`config.mk`:
```
export PLATFORM = sky130hd
export DESIGN_NAME = icache_direct
export DESIGN_NICKNAME = d
export VERILOG_FILES = /design/src/rtl/cpu_types_pkg.sv /design/src/rtl/icache_frame_array.sv /design/src/rtl/icache_direct.sv
export SDC_FILE = /design/constraint.sdc
export NUM_CORES = 1
export LEC_CHECK = 0
export ABC_AREA = 1
export BUFFER_PORTS_ARGS = -buffer_cell sky130_fd_sc_hd__buf_2
export CORE_MARGIN = 5
export CORE_UTILIZATION = 40
export CTS_BUF_LIST = sky130_fd_sc_hd__clkbuf_16
export CTS_CLUSTER_DIAMETER = 60
export DETAILED_ROUTE_END_ITERATION = 6
export PLACE_DENSITY_LB_ADDON = 0.25
export SYNTH_ARGS = -nofsm -noshare
export SYNTH_HDL_FRONTEND = slang
export SYNTH_SLANG_ARGS = --single-unit
```
`constraint.sdc`:
```
create_clock -name CLK -period 9.4 [get_ports CLK]
set_clock_uncertainty 0.15 [all_clocks]
set_input_delay 1.41 -clock CLK [delete_from_list [all_inputs] [get_ports CLK]]
set_output_delay 1.41 -clock CLK [all_outputs]
set_load 0.005 [all_outputs]
```
`src/rtl/cpu_types_pkg.sv`:
```
// Shared instruction-cache types: address field view, default geometry constants and FSM states.
package cpu_types_pkg;

  localparam int ITAG_W = 26;
  localparam int IIDX_W = 4;

  typedef struct packed {
    logic [ITAG_W-1:0] tag;
    logic [IIDX_W-1:0] idx;
    logic [1:0]        bytoff;
  } icachef_t;

  typedef enum logic {
    IDLE  = 1'b0,
    FETCH = 1'b1
  } icache_state_t;

  function automatic logic [31:0] word_align(input logic [31:0] addr);
    return {addr[31:2], 2'b00};
  endfunction

endpackage

```
`src/rtl/icache_frame_array.sv`:
```
// Valid/tag/data storage for the direct-mapped icache: one combinational read port, one synchronous write port.
module icache_frame_array #(
  parameter int NSETS = 16,
  parameter int IDX_W = $clog2(NSETS),
  parameter int TAG_W = 30 - IDX_W
) (
  input  logic             CLK,
  input  logic             sRST,
  input  logic [IDX_W-1:0] idx,
  output logic             rvalid,
  output logic [TAG_W-1:0] rtag,
  output logic [31:0]      rdata,
  input  logic             we,
  input  logic [IDX_W-1:0] widx,
  input  logic [TAG_W-1:0] wtag,
  input  logic [31:0]      wdata
);

  logic [NSETS-1:0] valid;
  logic [TAG_W-1:0] tags  [NSETS];
  logic [31:0]      words [NSETS];

  // Only the valid bits need clearing; stale tag/data behind a cleared valid bit is harmless.
  always_ff @(posedge CLK) begin
    if (sRST) begin
      valid <= '0;
    end else if (we) begin
      valid[widx] <= 1'b1;
    end
  end

  always_ff @(posedge CLK) begin
    if (we && !sRST) begin
      tags[widx]  <= wtag;
      words[widx] <= wdata;
    end
  end

  assign rvalid = valid[idx];
  assign rtag   = tags[idx];
  assign rdata  = words[idx];

endmodule

```
`src/rtl/icache_direct.sv`:
```
// Direct-mapped, one-word-per-block instruction cache with zero-latency hits and a single-word miss fill.
module icache_direct
  import cpu_types_pkg::*;
#(
  parameter int NSETS = 16,
  parameter int IDX_W = $clog2(NSETS),
  parameter int TAG_W = 30 - IDX_W
) (
  input  logic        CLK,
  input  logic        sRST,
  input  logic        imemREN,
  input  logic [31:0] imemaddr,
  output logic        ihit,
  output logic [31:0] imemload,
  output logic        iREN,
  output logic [31:0] iaddr,
  input  logic        iwait,
  input  logic [31:0] iload
);

  icache_state_t state;
  logic [31:0]   miss_addr;

  logic [IDX_W-1:0] look_idx;
  logic [TAG_W-1:0] look_tag;
  logic             rvalid;
  logic [TAG_W-1:0] rtag;
  logic [31:0]      rdata;
  logic             hit;
  logic             fill_we;

  assign look_idx = imemaddr[IDX_W+1:2];
  assign look_tag = imemaddr[31:IDX_W+2];

  // Lookups are only honoured in IDLE so the datapath never sees a hit while a fill is outstanding.
  assign hit      = (state == IDLE) && imemREN && rvalid && (rtag == look_tag);
  assign ihit     = hit;
  assign imemload = hit ? rdata : 32'h0;

  assign fill_we = (state == FETCH) && !iwait && !sRST;
  assign iaddr   = word_align(miss_addr);

  icache_frame_array #(
    .NSETS(NSETS),
    .IDX_W(IDX_W),
    .TAG_W(TAG_W)
  ) u_frames (
    .CLK   (CLK),
    .sRST  (sRST),
    .idx   (look_idx),
    .rvalid(rvalid),
    .rtag  (rtag),
    .rdata (rdata),
    .we    (fill_we),
    .widx  (miss_addr[IDX_W+1:2]),
    .wtag  (miss_addr[31:IDX_W+2]),
    .wdata (iload)
  );

  always_ff @(posedge CLK) begin
    if (sRST) begin
      state     <= IDLE;
      miss_addr <= 32'h0;
      iREN      <= 1'b0;
    end else begin
      case (state)
        IDLE: begin
          if (imemREN && !hit) begin
            state     <= FETCH;
            miss_addr <= imemaddr;
            iREN      <= 1'b1;
          end
        end
        FETCH: begin
          // The fill completes for the latched address even if the datapath has moved on.
          if (!iwait) begin
            state <= IDLE;
            iREN  <= 1'b0;
          end
        end
        default: begin
          state <= IDLE;
          iREN  <= 1'b0;
        end
      endcase
    end
  end

endmodule

```
==> metrics.txt <==
status complete, no violations; Longest Clk Path Bufs 3; clk root buf clkbuf_16; RSZ-0062 raised after global routing no; unique cell type count in the Yosys netlist 27; Ys Warns 0; combinational power share 0.058; Seq pwr share 0.533; flop2flop setup slack 5.69 ns; Wirelength per Cell ~23 um; H-tree Lvls 3; drt pass-1 iters 5; post-CTS setup buffer count 0; TritonCTS Buffers 99; Sink Count between 900 and 1000; CTS tree built; post-route ant nets 0; die area 106000 um^2; commonest non-fill, non-tap cell in the layout edfxtp_1; crit start category input port; Mean Syn Cell Area 11.9 um^2; Worst-Skew Late Latency 0.67 ns; routability cong. about 0.81; cells after synthesis 3350; Layout area overhead 12.2%; Buffers on Ports 129; Final Cycle Share 0.739; Max-Cap Viols 0; number of global-route vias before repair between 20000 and 25000; minimum clock period approximately 6.9 ns; Yosys reg bits 976; VDD IR max 0.141 mV; DIE WIDTH 326 um; HP Class flop to flop; Async SR Flop Fraction 0; DP Area 41600 um^2; count of pins over their slew limit 0; Core Region 98600 um^2; Cell Rows 115; worst-path fanout max 176; drt first-iter violations between 2000 and 3000; Mapped Area 39800 um^2; Die Ht 326 um; CP Class input port to primary output; NetSw approximately 2000 uW; global-route usage over all layers 0.199; initial core utilization 0.404; post-route cell area 44700 um^2; vias per std cell 5.43; Worst EP arrival 5.39 ns; first-pass GRT wire length 160000 um; fill count 8874; Clk pwr share 0.409; final hold vios 0; sequential fraction of the synthesis area 0.724; actual slew at the worst max-slew pin 1.29 ns; PD cells 203 nW/um^2; Top FF cell, synth edfxtp_1; commonest non-fill, non-tap cells in the layout edfxtp_1, nand2_1, nand3_1; vias 26000; FMAX 144 MHz; Residual DRC 0; setup TNS 0 ns; Switching Share 0.225; Post-synth EDFFs 928; clock-pin transition on the worst setup and hold timing paths 0.06 ns; initial antenna violation count 10; Reg area 28800 um^2; gr ovfl total 0; CTS Hold Bufs 0; IO Pins 134; CP endpoint kind primary output; share of layout cells above drive strength 1 0.0990; Lkg Pwr 0.0163 uW; largest net degree at the start of global routing just under 200; final setup fails 0; final wirelength 108000 um; post-CTS sizing 0; HPWL after DPL 54000 um; Slew HR 0.136; Req. time, crit path approximately 8 ns; Internal 7050 uW; area of the multi-input gates 9380 um^2; NumNets Final 3474
[through the flow]
stage	setup slack, ns	std cells	hold slack (ns)	util	total power [uW]
after floorplan	4.40	3351	0.285	-	5240
after global placement	2.45	4592	0.295	0.422	5450
after detailed placement	2.46	4592	0.306	0.422	5460
after CTS	2.45	4773	0.320	0.453	9160
after global routing	2.11	4773	0.353	0.453	9390
final	2.45	4776	0.317	0.453	9090
[power groups by stage]
stage | sequential, uW | clock (uW) | combinational [uW]
floorplan | 4920 | 0 | 325
global placement | 4930 | 0 | 522
detailed placement | 4930 | 0 | 525
CTS | 4840 | 3790 | 527
global route | 4840 | 3960 | 581
finish | 4840 | 3720 | 524
[Yosys cell counts, types with 29 or more instances]
cell type / instances / share of area
nand2_1: 856 / 0.081
nand3_1: 290 / 0.036
a221oi_1: 105 / 0.023
nor2_1: 230 / 0.022
o31ai_1: 32 / 0.0060
a21oi_1: 271 / 0.034
o21ai_0: 68 / 0.0085
edfxtp_1: 928 / 0.70
dfxtp_1: 48 / 0.024
clkbuf_1: 114 / 0.011
inv_1: 191 / 0.018
o211ai_1: 29 / 0.0055
buf_2: 49 / 0.0062
[worst paths after layout]
kind,end,start,cells past startpoint
setup / recovery,imemload[4],imemaddr[2],13
hold / removal,u_frames.valid[10],u_frames.valid[10],2
setup reg to reg,u_frames.words[2][26],state,5
hold reg to reg,u_frames.valid[10],u_frames.valid[10],2
[cell type report]
cell class / instances / area share
Clock inverter: 80 / 0.0118
Multi-Input combinational cell: 1962 / 0.210
Inverter: 194 / 0.0170
Clock buffer: 101 / 0.0566
Timing Repair Buffer: 173 / 0.0233
Sequential cell: 976 / 0.645
Tap cell: 1287 / 0.0360
Antenna cell: 3 / 0.000168
[per-layer routing]
layer / track usage / share of wire / routed length [um] / up-vias
met5: 0 / 0.00065 / 70 / -
met4: 0.0472 / 0.021 / 2270 / 10
met3: 0.0323 / 0.067 / 7280 / 169
met2: 0.315 / 0.46 / 50000 / 925
met1: 0.290 / 0.45 / 48700 / 12800
li1: - / - / - / 12000
[cells by family after synthesis]
group,after synthesis,synth area share
compound gates,539,0.0843
buf+inv,413,0.0443
other cells,1,0.0000941
simple gates,1421,0.148
flops,976,0.724
[worst max-delay path: stages]
cell,delay (ns)
buf_8,0.42
buf_12,0.66
buf_4,0.81
nor2_1,0.11
o211ai_1,0.20
nand3_1,0.24
nand3_1,0.24
nand4_1,0.10
nor3_1,0.22
nand2_2,0.07
buf_4,0.28
nor3_1,0.23
buf_2,0.15
[sequential cells by signal, indices dropped and copies added, names as in the netlist]
| signal | cells |
|---|---|
| state | 1 |
| u_frames.words | 512 |
| u_frames.valid | 16 |
| iREN | 1 |
| u_frames.tags | 416 |
| miss_addr | 30 |
Note: power is estimated with default switching activity, not from simulation.
